==> src/rtl/gcd_scheduler.sv <==
`default_nettype none
// ============================================================================
// Module   : gcd_scheduler
// Purpose  : Round-robin front end that shares one GCD engine among N_REQ
//            requesters, handshaking with the engine through start/done.
// Revision : 1.0 - initial release
// ============================================================================
module gcd_scheduler #(
   parameter int N_REQ = 4,
   parameter int W     = 8
) (
   input  logic                 clk,
   input  logic                 reset_n,
   input  logic [N_REQ-1:0]     req,
   input  logic [N_REQ*W-1:0]   req_a,
   input  logic [N_REQ*W-1:0]   req_b,
   output logic [N_REQ-1:0]     gnt,
   output logic                 rsp_valid,
   output logic [2:0]           rsp_id,
   output logic [2*W-1:0]       rsp_data,
   output logic                 eng_start,
   output logic [W-1:0]         eng_a,
   output logic [W-1:0]         eng_b,
   input  logic [2*W-1:0]       eng_result,
   input  logic                 eng_done,
   output logic                 busy,
   output logic [15:0]          op_count
);

   typedef enum logic [2:0] {
      S_SYNC    = 3'd0,
      S_IDLE    = 3'd1,
      S_ISSUE   = 3'd2,
      S_WAIT    = 3'd3,
      S_CAPTURE = 3'd4,
      S_RELEASE = 3'd5
   } state_t;

   state_t             r_state;
   logic [2:0]         r_last;
   logic [2:0]         r_cur;

   logic               w_any;
   logic [2:0]         w_win;
   logic [4:0]         w_idx;
   logic [N_REQ-1:0]   w_req_sh;
   logic [N_REQ-1:0]   w_onehot;
   logic [N_REQ*W-1:0] w_sha;
   logic [N_REQ*W-1:0] w_shb;

   // Round-robin search: scan from the slot after the previous winner.
   always_comb begin
      w_any    = 1'b0;
      w_win    = '0;
      w_idx    = '0;
      w_req_sh = '0;
      for (int k = 0; k < N_REQ; k++) begin
         w_idx = 5'(r_last) + 5'd1 + 5'(k);
         if (w_idx >= 5'(N_REQ)) w_idx = w_idx - 5'(N_REQ);
         w_req_sh = req >> w_idx;
         if (!w_any && w_req_sh[0]) begin
            w_any = 1'b1;
            w_win = w_idx[2:0];
         end
      end
   end

   assign w_onehot = {{(N_REQ-1){1'b0}}, 1'b1} << w_win;
   assign w_sha    = req_a >> (32'(w_win) * W);
   assign w_shb    = req_b >> (32'(w_win) * W);
   assign busy     = (r_state != S_IDLE);

   always_ff @(posedge clk or negedge reset_n) begin
      if (!reset_n) begin
         r_state   <= S_SYNC;
         r_last    <= 3'(N_REQ - 1);
         r_cur     <= '0;
         gnt       <= '0;
         rsp_valid <= 1'b0;
         rsp_id    <= '0;
         rsp_data  <= '0;
         eng_start <= 1'b0;
         eng_a     <= '0;
         eng_b     <= '0;
         op_count  <= '0;
      end else begin
         gnt       <= '0;
         rsp_valid <= 1'b0;
         case (r_state)
            S_SYNC: begin
               eng_start <= 1'b0;
               if (eng_done) r_state <= S_IDLE;
            end
            S_IDLE: begin
               if (w_any) begin
                  gnt       <= w_onehot;
                  eng_a     <= w_sha[W-1:0];
                  eng_b     <= w_shb[W-1:0];
                  r_cur     <= w_win;
                  r_last    <= w_win;
                  eng_start <= 1'b1;
                  r_state   <= S_ISSUE;
               end
            end
            // Engine acknowledges start by dropping done; only then wait for completion.
            S_ISSUE: begin
               if (!eng_done) r_state <= S_WAIT;
            end
            S_WAIT: begin
               if (eng_done) begin
                  eng_start <= 1'b0;
                  r_state   <= S_CAPTURE;
               end
            end
            S_CAPTURE: begin
               rsp_data  <= eng_result;
               rsp_id    <= r_cur;
               rsp_valid <= 1'b1;
               op_count  <= op_count + 16'd1;
               r_state   <= S_RELEASE;
            end
            S_RELEASE: begin
               r_state <= S_IDLE;
            end
            default: begin
               eng_start <= 1'b0;
               r_state   <= S_SYNC;
            end
         endcase
      end
   end

endmodule
`default_nettype wire
==> config.mk <==
export PLATFORM = sky130hd
export DESIGN_NAME = gcd_scheduler
export DESIGN_NICKNAME = d
export VERILOG_FILES = /design/src/rtl/gcd_scheduler.sv
export SDC_FILE = /design/constraint.sdc
export NUM_CORES = 1
export LEC_CHECK = 0
export ABC_AREA = 1
export CAP_MARGIN = 5
export CORE_MARGIN = 10
export CORE_UTILIZATION = 46
export CTS_CLUSTER_DIAMETER = 50
export DETAILED_ROUTE_END_ITERATION = 7
export PLACE_DENSITY_LB_ADDON = 0.2
export SYNTH_ARGS = -nofsm -noshare
export SYNTH_HDL_FRONTEND = slang
export SYNTH_SLANG_ARGS = --single-unit
export TNS_END_PERCENT = 10
==> constraint.sdc <==
create_clock -name clk -period 3.8 [get_ports clk]
set_clock_uncertainty 0.05 [all_clocks]
set_input_delay 0.76 -clock clk [delete_from_list [all_inputs] [get_ports clk]]
set_output_delay 0.76 -clock clk [all_outputs]
set_load 0.03 [all_outputs]
==> flow_summary.yaml, run 1 <==
floorplan:
  number_of_placed_i_o_pins: 145
  die-area_um2: 13000
  dieHeight_um: 114
  fp.dieW_um: 114
  core_area_um2: 8640
  initial_core_util_pct: 46.9
  core_rows: 34
pwr:
  sequentialPowerShare_pct: 38.7
  power_switching_share_pct: 37.6
  p_int_mw: 1.48
  p_clk_share_pct: 22.8
  max-vdd-ir-drop_uv: 234
  power.combinational.fraction_pct: 38.5
  switching_power_uw: 889
  power_density_nw_per_um2: 405
  power.leakage_nw: 3.18
sta:
  unrepaired_setup_endpoints_after_global_routing: "true"
  finalSetupViolations: 0
  timing.final.ws_setup_ns: 0.257
  timing.final.crit_period_ns: 3.54
  min_period_over_period_pct: 93.2
  final_hold_viol_count: 0
  worstMarginPinSlew_ns: 0.723
  slew-limit-headroom_pct: 51.8
  final_max_tran_viols: 0
  timing.fmax_mhz: 282
layout:
  fin_nets: 824
  final_layout_size_suffix_gt1_share_pct: 7.82
  non_filler_cells_final: 837
  final_core_utilization_pct: 67.7
  final_common_cell: "sky130_fd_sc_hd__nand2_1"
  area_delta_synth_final_pct: 44.3
  highest_count_cells_in_the_layout_ignoring_fill_and_taps: "sky130_fd_sc_hd__nand2_1 (206), sky130_fd_sc_hd__clkdlybuf4s50_1 (143), sky130_fd_sc_hd__inv_1 (103), sky130_fd_sc_hd__nand3_1 (73), sky130_fd_sc_hd__dfrtp_1 (63)"
  final_area_um2: 5850
  antennaDiodeCount: 0
detailed_routing:
  num_vias: 4085
  avgRoutedWirePerCell_um: 14.2
  drt-vias-per-instance: 4.88
  drt_first_pass_iters: 4
  route.final.wire_length_um: 11900
  drc: 0
  dr.first_iter.drc_count: 248
  detail-route-antenna-nets: 0
setup_path:
  ff2ff_path_depth: 23
  regToRegSetupSlack_ns: 0.26
  setup.worst_path.class: "reg -> reg"
  worstSetupStartpoint: "r_last[1]$_DFFE_PN1P_"
  worst-path-max-fanout: 16
  regToRegEndpoint: "eng_b[0]$_DFFE_PN0P_"
  cp_launch_type: "flip-flop"
  cp_required_ns: 3.97
  arrival_ns: 3.71
  worst_setup_path_endpoint: "eng_b[0]$_DFFE_PN0P_"
  timing.rr.start: "r_last[1]$_DFFE_PN1P_"
  timing.critical_path.to_type: "flip-flop"
global_route:
  antenna_found_initial: 0
  global_route_wire_length_before_repair_um: 19000
  global_route.usage.total_pct: 17.3
  pin_count_of_the_biggest_net_entering_global_routing: 34
  globalRoute.totalOverflow: 0
  via_count_of_the_first_global_routing_pass: 4097
synthesis:
  synth.ff_latch_count: 65
  postSynthCellCount: 577
  synthesis.nets: 677
  synth_flop_cell: "sky130_fd_sc_hd__dfrtp_1"
  synth.yosys.seq_area_share_pct: 40.2
  synth_edf_count: 0
  postSynth.asyncResetShare_pct: 100
  syn_area_per_cell_um2: 7.02
  post_synth_instance_area_um2: 4050
  synth_warnings: 0
  synth.lib_cells_used.distinct: 32
clocking:
  root_buffer: "sky130_fd_sc_hd__clkbuf_8"
  maximum_level_of_the_cts_h_tree: 3
  numCtsBuffers: 9
  clk_transition_reported_paths_ns: 0.08
  clock_tree.buffer_depth: 2
  clock_sinks: 65
  cts_tree: "yes"
  insertion_delay_ns: 0.33
placement:
  portBuffers: 144
  placed_area_um2: 5560
  numPlacedInstances: 816
  place.detailed.hpwl_um: 9130
  worst_slack_at_placement_ns: 0.195
  gp_congestion: 0.907
outcome:
  run_status: "finished clean"
flow_run:
  timing.max_cap.violations: 0
min_path:
  holdCritPathClass: "in -> async"
## state kept, by name, indices dropped and copies added, names as in the netlist
register and cells:
r_last 3, r_cur 2, op_count 16, rsp_valid 1, r_state 3, gnt 4, rsp_data 16, eng_a 8
rsp_id 3, eng_start 1, eng_b 8
## power by group through the flow
| stage | registers [mW] | clock network (mW) | logic [mW] |
|---|---|---|---|
| 2_1_floorplan | 1.16 | 0 | 0.248 |
| 3_3_place_gp | 0.923 | 0 | 0.898 |
| 3_5_place_dp | 0.930 | 0 | 0.921 |
| 4_1_cts | 0.916 | 0.544 | 0.924 |
| 5_1_grt | 0.936 | 0.583 | 0.992 |
| 6_report | 0.916 | 0.540 | 0.911 |
## kinds of logic after synthesis
logic type	Yosys count	share of synthesized area, %
AND/OR/NAND/NOR	335	36.6
buffers and inverters	128	13.2
flip-flops	65	40.2
AO/OA/AOI/OAI	21	2.81
XOR/XNOR	15	3.24
adder cells (fa/ha/maj)	13	4.01
## critical path: stages (launching register included)
cell and delay (ns):
sky130_fd_sc_hd__dfstp_2 0.59, sky130_fd_sc_hd__inv_1 0.10, sky130_fd_sc_hd__ha_1 0.42, sky130_fd_sc_hd__inv_1 0.17, sky130_fd_sc_hd__ha_1 0.19, sky130_fd_sc_hd__nand2_1 0.06
sky130_fd_sc_hd__nand2_1 0.06, sky130_fd_sc_hd__nand2_1 0.04, sky130_fd_sc_hd__nand2_1 0.07, sky130_fd_sc_hd__inv_1 0.06, sky130_fd_sc_hd__ha_1 0.20, sky130_fd_sc_hd__or2_2 0.29
sky130_fd_sc_hd__nand3_1 0.06, sky130_fd_sc_hd__o21ai_0 0.08, sky130_fd_sc_hd__nand2_1 0.12, sky130_fd_sc_hd__nand3_2 0.10, sky130_fd_sc_hd__nand2_1 0.12, sky130_fd_sc_hd__nand2_4 0.12
sky130_fd_sc_hd__nand2_4 0.21, sky130_fd_sc_hd__nand2_1 0.09, sky130_fd_sc_hd__nand3_1 0.07, sky130_fd_sc_hd__nand2_1 0.05, sky130_fd_sc_hd__nand2_1 0.05, sky130_fd_sc_hd__nand2_1 0.04
## worst min-delay path by stage
stage,from,to,cells after the start
after floorplan,reset_n,eng_a[0]$_DFFE_PN0P_,0
final,reset_n,op_count[15]$_DFFE_PN0P_,1
after global routing,op_count[15]$_DFFE_PN0P_,op_count[15]$_DFFE_PN0P_,1
after detailed placement,eng_a[4]$_DFFE_PN0P_,eng_a[4]$_DFFE_PN0P_,2
after CTS,op_count[15]$_DFFE_PN0P_,op_count[15]$_DFFE_PN0P_,1
after global placement,op_count[15]$_DFFE_PN0P_,op_count[15]$_DFFE_PN0P_,1
## routing by layer
metal / global-route usage, % / part of all wire [%]
met2: 28.6 / 47
met4: 6.18 / 1.8
met1: 19.9 / 40
met5: 0 / 0
met3: 6.93 / 11
## cells in the mapped netlist, types with 3 or more instances
cell / number / area, um^2
sky130_fd_sc_hd__clkbuf_1: 5 / 18.8
sky130_fd_sc_hd__nand3_2: 9 / 90.1
sky130_fd_sc_hd__ha_1: 13 / 163
sky130_fd_sc_hd__buf_6: 4 / 45.0
sky130_fd_sc_hd__buf_2: 9 / 45.0
sky130_fd_sc_hd__nor3_1: 3 / 15.0
sky130_fd_sc_hd__inv_1: 104 / 390
sky130_fd_sc_hd__o21ai_0: 15 / 75.1
sky130_fd_sc_hd__nand3_1: 73 / 365
sky130_fd_sc_hd__nor2_1: 27 / 101
sky130_fd_sc_hd__dfrtp_1: 63 / 1580
sky130_fd_sc_hd__nand4_1: 5 / 31.3
sky130_fd_sc_hd__xnor2_1: 5 / 43.8
sky130_fd_sc_hd__nand2_1: 206 / 773
sky130_fd_sc_hd__xor2_1: 10 / 87.6
sky130_fd_sc_hd__nand2_2: 6 / 37.5
## cell type report
type                            count  area [um^2]
Fill cell                         739         2790
Sequential cell                    65         1630
Multi-Input combinational cell    385         1920
Clock buffer                       10          138
Tap cell                          108          135
Timing Repair Buffer              157         1580
Inverter                          106          402
Clock inverter                      6         42.5
## per-stage QoR
| stage | hold slack, ns | total power, mW | TNS [ns] |
|---|---|---|---|
| 3_5_place_dp | 0.414 | 1.85 | 0 |
| 6_report | 0.426 | 2.37 | 0 |
| 4_1_cts | 0.428 | 2.38 | 0 |
| 3_3_place_gp | 0.406 | 1.82 | 0 |
| 2_1_floorplan | 0.414 | 1.41 | 0 |
| 5_1_grt | 0.451 | 2.51 | -0.435 |
## timing repair
item / CTS / global route
endpoints found under the setup margin: 0 / 23
setup buffers: 0 / 3
gates resized for setup: 0 / 11
hold buffers: 0 / 0
Note: power is estimated with default switching activity, not from simulation.
==> run 2: changes to the inputs <==
Settings changed: CORE_UTILIZATION 46 to 41, GPL_TIMING_DRIVEN from default to 0.
Clock period 3.8 ns to 2.9 ns, I/O delays scaled along.
==> flow_summary.yaml, run 2 (synthesis gave the netlist of run 1 again) <==
outcome:
  run_status: "complete, but fails checks"
  failed_checks: "negative setup slack"
sta:
  min_period_over_period_pct: 110
  worstMarginPinSlew_ns: 0.800
  timing.setup.tns_ns: -5.04
  finalSetupViolations: 24
  slew-limit-headroom_pct: 46.7
  timing.final.ws_setup_ns: -0.281
  timing.fmax_mhz: 314
  unrepaired_setup_endpoints_after_global_routing: "true"
  fin_hold_ws_ns: 0.266
  final_max_tran_viols: 0
  timing.final.crit_period_ns: 3.18
  final_hold_viol_count: 0
setup_path:
  cp_required_ns: 3.10
  cp_launch_type: "flip-flop"
  arrival_ns: 3.38
  timing.rr.start: "r_last[1]$_DFFE_PN1P_"
  timing.critical_path.to_type: "flip-flop"
  worstSetupStartpoint: "r_last[1]$_DFFE_PN1P_"
  worst-path-max-fanout: 5
  setup.worst_path.class: "reg -> reg"
clocking:
  hold_bufs_at_cts: 0
  maximum_level_of_the_cts_h_tree: 3
  cts_tree: "yes"
  clock_tree.buffer_depth: 2
  clk_transition_reported_paths_ns: 0.08
  clock_sinks: 65
  numCtsBuffers: 9
  insertion_delay_ns: 0.34
  root_buffer: "sky130_fd_sc_hd__clkbuf_8"
global_route:
  global_route_wire_length_before_repair_um: 20800
  via_count_of_the_first_global_routing_pass: 4330
  global_route.usage.total_pct: 17.5
  globalRoute.totalOverflow: 0
  pin_count_of_the_biggest_net_entering_global_routing: 66
  antenna_found_initial: 0
layout:
  final_layout_size_suffix_gt1_share_pct: 21.5
  final_common_cell: "sky130_fd_sc_hd__nand2_1"
  antennaDiodeCount: 0
  fin_nets: 866
  num-fill-cells: 789
  reg.largest.list: "op_count x16, rsp_data x16"
  non_filler_cells_final: 904
  highest_count_cells_in_the_layout_ignoring_fill_and_taps: "sky130_fd_sc_hd__nand2_1 (180), sky130_fd_sc_hd__clkdlybuf4s50_1 (143), sky130_fd_sc_hd__inv_1 (92), sky130_fd_sc_hd__dfrtp_1 (63), sky130_fd_sc_hd__nand3_1 (52)"
  area_delta_synth_final_pct: 64.0
placement:
  numPlacedInstances: 854
  place.detailed.hpwl_um: 9540
  portBuffers: 144
  gp_congestion: 0.924
  worst_slack_at_placement_ns: -0.521
floorplan:
  core_rows: 36
  initial_core_util_pct: 41.8
  core_area_um2: 9680
  number_of_placed_i_o_pins: 145
  dieHeight_um: 119
  fp.dieW_um: 119
  die-area_um2: 14300
flow_run:
  timing.max_cap.violations: 0
detailed_routing:
  route.final.wire_length_um: 13000
  drc: 0
  detail-route-antenna-nets: 0
  dr.first_iter.drc_count: 298
  avgRoutedWirePerCell_um: 14.4
  drt-vias-per-instance: 4.66
  num_vias: 4217
  drt_first_pass_iters: 4
min_path:
  holdCritPathClass: "in -> async"
pwr:
  power.leakage_nw: 3.45
  max-vdd-ir-drop_uv: 349
  power_density_nw_per_um2: 483
==> run 2: worst paths after layout <==
| path | slack, ns | cells past startpoint | endpoint |
|---|---|---|---|
| worst max-delay path | -0.28 | 24 | eng_a[5]$_DFFE_PN0P_ |
| max in group asynchronous | 2.00 | 1 | eng_b[4]$_DFFE_PN0P_ |
| worst max register to register | -0.28 | 24 | eng_a[5]$_DFFE_PN0P_ |
| worst min-delay path | 0.27 | 1 | rsp_data[14]$_DFFE_PN0P_ |
| min in group clk | 0.42 | 1 | op_count[15]$_DFFE_PN0P_ |
| worst min register to register | 0.42 | 1 | op_count[15]$_DFFE_PN0P_ |
==> run 2: cell type report <==
cell class              count  area, um^2  area share [%]
multi-input cells         384        2300            34.5
repair buffers            178        1740            26.1
flip-flops and latches     65        1630            24.5
inverters                 106         410            6.17
plain buffers              22         206            3.11
well taps                 133         166            2.50
clock buffers               9         124            1.86
clock inverters             7        78.8            1.19
==> run 2: worst max-delay path, stage by stage, from the launching register on <==
cell	delay (ns)
sky130_fd_sc_hd__dfstp_2	0.59
sky130_fd_sc_hd__inv_2	0.07
sky130_fd_sc_hd__ha_4	0.26
sky130_fd_sc_hd__buf_6	0.12
sky130_fd_sc_hd__inv_4	0.05
sky130_fd_sc_hd__ha_4	0.12
sky130_fd_sc_hd__nand2_2	0.04
sky130_fd_sc_hd__nand2_1	0.05
sky130_fd_sc_hd__nand2_1	0.06
sky130_fd_sc_hd__nand2_2	0.09
sky130_fd_sc_hd__inv_4	0.05
sky130_fd_sc_hd__ha_4	0.15
sky130_fd_sc_hd__or2_4	0.22
sky130_fd_sc_hd__nand3_2	0.06
sky130_fd_sc_hd__o21ai_2	0.07
sky130_fd_sc_hd__nand2_2	0.11
sky130_fd_sc_hd__inv_2	0.03
sky130_fd_sc_hd__nand4_1	0.13
sky130_fd_sc_hd__buf_4	0.15
sky130_fd_sc_hd__nand4_4	0.15
sky130_fd_sc_hd__clkbuf_16	0.22
sky130_fd_sc_hd__nand3_4	0.07
sky130_fd_sc_hd__nand2_2	0.05
sky130_fd_sc_hd__nand2_2	0.06
sky130_fd_sc_hd__nand2_1	0.05
==> run 2: through the flow <==
stage	util (%)	total power, mW	cell area (um^2)
global placement	59.8	2.39	5790
finish	68.6	3.21	6650
global route	68.6	3.37	6650
CTS	66.0	3.21	6390
floorplan	-	1.85	4180
detailed placement	59.8	2.43	5790
==> run 2: per-layer routing <==
layer / share of wire [%] / track usage [%] / vias to the layer above
met5: 0 / 0 / -
met3: 8.9 / 6.90 / 20
met4: 2.2 / 5.96 / 0
met1: 42 / 20.4 / 1900
met2: 47 / 28.9 / 167
li1: - / - / 2130
==> run 2: repair_timing <==
item	4_1_cts	5_1_grt
hold endpoints to repair	0	0
cloned	5	0
setup endpoints to repair	29	29
resized for setup	56	53
pin swaps	26	38
setup buffers	20	9
==> run 2: power by group <==
part           internal (mW)  switching [mW]  leakage [nW]
Clock                  0.404           0.380         0.104
Sequential              1.08           0.113         0.838
Combinational          0.523           0.706          2.51
==> run 3: changes to the inputs <==
Settings changed: CTS_CLUSTER_DIAMETER 50 to default.
==> results of run 3 <==
Final layout, timing and power as in run 2 (identical DEF).
